--- src/rtl/pri_request_capture.sv ---
// Request capture ahead of the priority encoder: latches request pulses into a pending set,
// picks the lowest-numbered eligible bit and offers its index on a valid/ready handshake.
// Optional build macro PRI_REQ_EDGE_EN: capture rising edges of req_in instead of levels.
// IDX_W must be at least clog2(WIDTH); indices are zero-extended into IDX_W bits.
module pri_request_capture #(
  parameter int WIDTH = 16,
  parameter int IDX_W = 4
) (
  input  logic             clk,
  input  logic             reset_n,
  input  logic             enable,
  input  logic [WIDTH-1:0] req_in,
  input  logic [WIDTH-1:0] req_mask,
  input  logic             out_ready,
  input  logic             clear_lost,
  output logic             out_valid,
  output logic [IDX_W-1:0] out_index,
  output logic [WIDTH-1:0] pending,
  output logic             lost,
  output logic [1:0]       fsm_state
);

  // Handshake: out_valid rises with out_index already stable; both hold until the
  // cycle where out_valid & out_ready are sampled high, which is the single transfer.
  typedef enum logic [1:0] {
    IDLE   = 2'd0,
    SELECT = 2'd1,
    OFFER  = 2'd2
  } state_t;

  state_t           state;
  logic [WIDTH-1:0] new_req;
  logic [WIDTH-1:0] clr;
  logic [WIDTH-1:0] elig;
  logic             elig_any;
  logic [IDX_W-1:0] low_idx;

`ifdef PRI_REQ_EDGE_EN
  logic [WIDTH-1:0] req_q;

  always_ff @(posedge clk) begin
    if (!reset_n) begin
      req_q <= '0;
    end else begin
      req_q <= req_in;
    end
  end

  assign new_req = req_in & ~req_q;
`else
  assign new_req = req_in;
`endif

  assign clr       = (out_valid && out_ready) ? (WIDTH'(1) << out_index) : '0;
  assign elig      = pending & req_mask;
  assign elig_any  = |elig;
  assign fsm_state = state;

  // Scan downward so the lowest set bit is the last to write: bit 0 wins.
  always_comb begin
    low_idx = '0;
    for (int i = WIDTH - 1; i >= 0; i--) begin
      if (elig[i]) low_idx = IDX_W'(i);
    end
  end

  // A new request on the bit being cleared keeps it pending.
  always_ff @(posedge clk) begin
    if (!reset_n) begin
      pending <= '0;
      lost    <= 1'b0;
    end else begin
      pending <= (pending & ~clr) | new_req;
      if (|(new_req & pending & ~clr)) begin
        lost <= 1'b1;
      end else if (clear_lost) begin
        lost <= 1'b0;
      end
    end
  end

  always_ff @(posedge clk) begin
    if (!reset_n) begin
      state     <= IDLE;
      out_valid <= 1'b0;
      out_index <= '0;
    end else begin
      case (state)
        IDLE: begin
          if (enable && elig_any) state <= SELECT;
        end
        SELECT: begin
          if (elig_any) begin
            out_index <= low_idx;
            out_valid <= 1'b1;
            state     <= OFFER;
          end else begin
            out_valid <= 1'b0;
            state     <= IDLE;
          end
        end
        OFFER: begin
          // Mask and enable are ignored here so an offer is never withdrawn.
          if (out_ready) begin
            out_valid <= 1'b0;
            state     <= IDLE;
          end
        end
        default: begin
          out_valid <= 1'b0;
          state     <= IDLE;
        end
      endcase
    end
  end

endmodule
--- config.mk ---
export PLATFORM = sky130hd
export DESIGN_NAME = pri_request_capture
export DESIGN_NICKNAME = d
export VERILOG_FILES = /design/src/rtl/pri_request_capture.sv
export SDC_FILE = /design/constraint.sdc
export NUM_CORES = 1
export LEC_CHECK = 0
export CAP_MARGIN = 20
export CORE_MARGIN = 4
export CORE_UTILIZATION = 40
export CTS_CLUSTER_SIZE = 8
export DETAILED_ROUTE_END_ITERATION = 8
export DONT_BUFFER_PORTS = 1
export PLACE_DENSITY = 0.54
export SLEW_MARGIN = 25
export SYNTH_ARGS = -nofsm -noshare
export SYNTH_HDL_FRONTEND = slang
export SYNTH_SLANG_ARGS = --single-unit
--- constraint.sdc ---
create_clock -name clk -period 1.5 [get_ports clk]
set_clock_uncertainty 0.15 [all_clocks]
set_input_delay 0.375 -clock clk [delete_from_list [all_inputs] [get_ports clk]]
set_output_delay 0.375 -clock clk [all_outputs]
set_load 0.01 [all_outputs]
# Word-level counts from Yosys, hierarchy flattened

Cells that the tools add are included.

ROM bits: 0
RAM bits: 0
Output and inout port bits: 24
Word-level logic and storage cells: 52
Flip-flop bits (word level): 24
Input bits: 37
Latch bits: 0
Memories: 0

Magnitude comparators: 0
Multiplexer cells: 26
Div/mod/pow operators: 0
Bitwise logic cells: 7
Reduce and logical (&&, ||, !) cells: 9
Add/subtract/negate cells: 0
Shifts and indexed selects: 1
Eq/ne operators: 4
Multipliers: 0

Operators by type and width:

| kind                   | number |
|---|---|
| $and A16 B16 Y16       | 4 |
| $mux W4                | 16 |
| $reduce_or A16 Y1      | 2 |
| $mux W16               | 1 |
| $not A16 Y16           | 1 |
| $or A16 B16 Y16        | 1 |
| $shl A1 B4 Y16 const A | 1 |
| $mux W2                | 3 |
| $pmux W2 S3            | 1 |
| $reduce_and A2 Y1      | 3 |
| $mux W1                | 4 |
| $ne A2 B2 Y1 const B   | 2 |
| $pmux W1 S3            | 1 |
| $eq A2 B1 Y1 const B   | 1 |
| $eq A2 B2 Y1 const B   | 1 |
| $logic_and A1 B1 Y1    | 2 |
| $logic_not A2 Y1       | 1 |
| $reduce_bool A2 Y1     | 1 |
| $not A1 Y1             | 1 |

# Logic depth before layout (Yosys ltp)

Depth after elaboration: 17
Mapped depth: 6
Gate-level depth less buffers: 5

# Worst setup path after synthesis

No wires, ideal clock.

Path type: register to register
From: reg out_index[0]
To: reg lost
Arrival time: 1429 ps
Data required time: 1215 ps
Stages on the path, launching flop included: 7
Library setup time: 135 ps
Path buffers: 1
Clock period less this slack: 1714 ps
Path slack: -214 ps
Cell sequence: dfxtp_1 buf_2 and2b_2 a21boi_2 a2111oi_2 and3_1 a41oi_1

Cells in the longest elaborated chain, start to end: 6
Elaborated cells between the ends (all ways): 7
Those cells by class: 1 x shift; 2 x mux; 2 x bitwise; 2 x reduce/logical

RTL lines:

| element                                       | RTL line | RTL |
|---|---|---|
| start, declared                               | 17       | `output logic [IDX_W-1:0] out_index,` |
| start signal, assigned                        | 94       | `out_index <= low_idx;` |
| $shl A1 B4 Y16 *                              | 54       | `assign clr = (out_valid && out_ready) ? (WIDTH'(1) << out_index) : '0;` |
| $mux W16 *                                    | 54       |  |
| $not A16 Y16 *                                | 74       | `if (\|(new_req & pending & ~clr)) begin` |
| $and A16 B16 Y16 *                            | 74       |  |
| $reduce_or A16 Y1 *                           | 74       |  |
| $mux W1 or $reduce_bool A2 Y1 (tied branches) | -        |  |
| end signal, assigned                          | 71       | `lost <= 1'b0;` |
| end signal, assigned                          | 75       | `lost <= 1'b1;` |
| end signal, assigned                          | 77       | `lost <= 1'b0;` |
| end, declared                                 | 19       | `output logic lost,` |

Mark *: on every way between the ends. The rest lies on a longest branch, timed or not.
A chain may end at the register's enable or synchronous reset.

# Final worst setup path

From: reg out_index[2]
To: reg lost

Same word-level chain as after synthesis.

==> flow_metrics.env <==
export IMPL_status="complete, but fails checks"
export IMPL_violations="setup timing"
export IMPL_drive_gt1_share_pct=44.2
export IMPL_clkLatencyLatePin_ns=0.32
export IMPL_worstPathMaxFanout=5
export IMPL_final_cell_mix="buf_4 (44), nand2_1 (30), nor2_1 (23)"
export IMPL_path_cells="and4bb_2 > a21oi_2 > a2111oi_2 > and3_1 > a41oi_1"
export IMPL_cp_start_kind="flop"
export IMPL_yosys_register_bits=24
export IMPL_crit_type="reg2reg"
export IMPL_ys_types=44
export IMPL_p_leak_nw=0.849
export IMPL_design_area_sq_mm=0.00203
export IMPL_dr_pass1_iters=4
export IMPL_internal_power_mw=1.11
export IMPL_cts_tree="yes"
export IMPL_dp_hpwl_um=3630
export IMPL_pin_count=61
export IMPL_synthTopCellsByArea="dfxtp_1 (36%), nand2_1 (8.7%), a21oi_1 (7.1%)"
export IMPL_power_frac_comb_pct=31.3
export IMPL_slowest_delay_ns=0.39
export IMPL_hold_class="in2reg"
export IMPL_yosysTopAreaCellShare_pct=36.1
export IMPL_vias_per_cell=5.75
export IMPL_hold_viol_final=0
export IMPL_cts_inserted_buffers=3
export IMPL_grt_pass1_vias=1609
export IMPL_cap_violations=0
export IMPL_worst_ep_required_time_ns=1.56
export IMPL_grt_overflow=0
export IMPL_clk_pin_slew_ns=0.14
export IMPL_dieArea_sq_mm=0.00431
export IMPL_cts_sinks=24
export IMPL_fin_total_pwr_mw=1.58
export IMPL_period_share_pct=110
export IMPL_vias=1582
export IMPL_avgSynthCellArea_sq_um=7.78
export IMPL_worst_slew_pin_transition_ns=0.379
export IMPL_syn_num_nets=208
export IMPL_multi_input_area_sq_um=886
export IMPL_p_switching_mw=0.479
export IMPL_final_fill_count=274
export IMPL_clockBufferDepth=2
export IMPL_p_clk_share_pct=22.2
export IMPL_grt_pass1_wl_um=7530
export IMPL_powerDensity_mw_per_mm2=780
export IMPL_portBuffers=0
export IMPL_fin_ws_ns=-0.155
export IMPL_rows=20
export IMPL_slew_headroom_pct=74.7
export IMPL_antenna_found_initial=0
export IMPL_critPathSlowestCell="dfxtp_4"
export IMPL_die_w_um=65.7
export IMPL_synth_ff_type="dfxtp_1"
export IMPL_layout_commonest_cell="buf_4"
export IMPL_detail_route_wl_per_cell_um=17.0
export IMPL_rsz0062_at_grt="true"
export IMPL_syn_to_final_growth_pct=52.8
export IMPL_finalCriticalPeriod_ns=1.66
export IMPL_drtIter0Drc=100
export IMPL_synth_top_cell_by_area="dfxtp_1"
export IMPL_diodes=0
export IMPL_postPlaceCellArea_sq_mm=0.00177
export IMPL_synthCells=171
export IMPL_seq_area_sq_um=502
export IMPL_drc=0
export IMPL_place_gp_congestion=0.894
export IMPL_dp_slack_ns=-0.188
export IMPL_syn_cell_area_sq_mm=0.00133
export IMPL_dieHeight_um=65.7
export IMPL_cp_arrival_ns=1.71
export IMPL_synth_edff_count=0
export IMPL_routed_wl_um=4690
export IMPL_postRouteAntennaNets=0
export IMPL_start_util_pct=42.5
export IMPL_grt_usage_pct=22.5
export IMPL_setup_violations=7
export IMPL_final_util_pct=65.0
export IMPL_synthArstFlopShare_pct=0
export IMPL_max_freq_mhz=604
export IMPL_synth_yosys_warnings=0
export IMPL_hold_slack_ns=0.0121
export IMPL_htree_levels=1
export IMPL_p_seq_share_pct=46.6
export IMPL_peakVddDrop_v=0.000723
export IMPL_cts_root_buf="clkbuf_4"
export IMPL_grt_max_degree=14
export IMPL_core_area_sq_mm=0.00313
export IMPL_swShare_pct=30.2
export IMPL_seq_area_frac_synth_pct=36.1
export IMPL_fin_nets=269
export IMPL_slew_violations=0
export IMPL_critPathCaptureType="flop"
==> metal layers <==
layer	global-route usage, %	part of all wire [%]	up-vias
li1	-	-	759
met1	27.0	41	758
met2	38.3	49	55
met3	7.18	7.9	10
met4	6.22	2.0	0
met5	0	0	-
==> power groups by stage <==
stage | Sequential, mW | Combinational (mW) | Clock (mW)
finish | 0.738 | 0.495 | 0.351
global route | 0.745 | 0.537 | 0.389
CTS | 0.731 | 0.456 | 0.360
detailed placement | 0.740 | 0.416 | 0
global placement | 0.738 | 0.411 | 0
floorplan | 0.766 | 0.196 | 0
==> through the flow <==
step	std cells	TNS, ns
2_1_floorplan	171	-0.112
3_3_place_gp	262	-1.18
3_5_place_dp	262	-1.32
4_1_cts	270	-0.284
5_1_grt	275	-1.03
6_report	275	-0.266
==> cell usage after synthesis, types with 3 or more instances <==
cell type and instances:
nor2_1 24, o21ai_0 3, nand2_1 31, a22oi_1 9, a21oi_1 19, a22o_1 3
buf_2 3, dfxtp_1 24, inv_1 3, a31oi_1 5, nand3_1 4
==> sequential cells by signal (all words and copies together), names as in the netlist <==
| register | count |
|---|---|
| fsm_state | 2 |
| lost | 1 |
| out_index | 4 |
| out_valid | 1 |
| pending | 16 |
==> cell type report <==
class	count	area share [%]
Timing Repair Buffer	63	26.5
Tap cell	44	2.71
Sequential cell	24	24.7
Clock buffer	4	1.79
Multi-Input combinational cell	136	43.6
Inverter	4	0.739
==> worst max-delay path: cells and delay by family (launching register included) <==
kind | cells | cell delay [ns]
flops | 1 | 0.39
simple gates | 2 | 0.54
compound gates | 3 | 0.47
==> worst paths after layout <==
| path | from | to | slack, ns | depth (start not counted) |
|---|---|---|---|---|
| worst max register to register | out_index[2] | lost | -0.16 | 5 |
| worst max-delay path | out_index[2] | lost | -0.16 | 5 |
| worst min-delay path | req_in[5] | pending[5] | 0.01 | 2 |
| worst min register to register | pending[0] | pending[0] | 0.40 | 2 |
==> repair_timing <==
action	in CTS	in global routing
gates resized for setup	29	17
buffers inserted	4	1
setup endpoints to repair	12	21
hold endpoints to repair	1	4
pin swaps	14	4
hold buffers	1	4
==> logic make-up after synthesis <==
group | Yosys count | synth area share, %
compound gates | 62 | 32.8
buf+inv | 11 | 4.23
flops | 24 | 36.1
mux | 1 | 0.753
simple gates | 73 | 26.1
(Power assumes the default switching activity.)
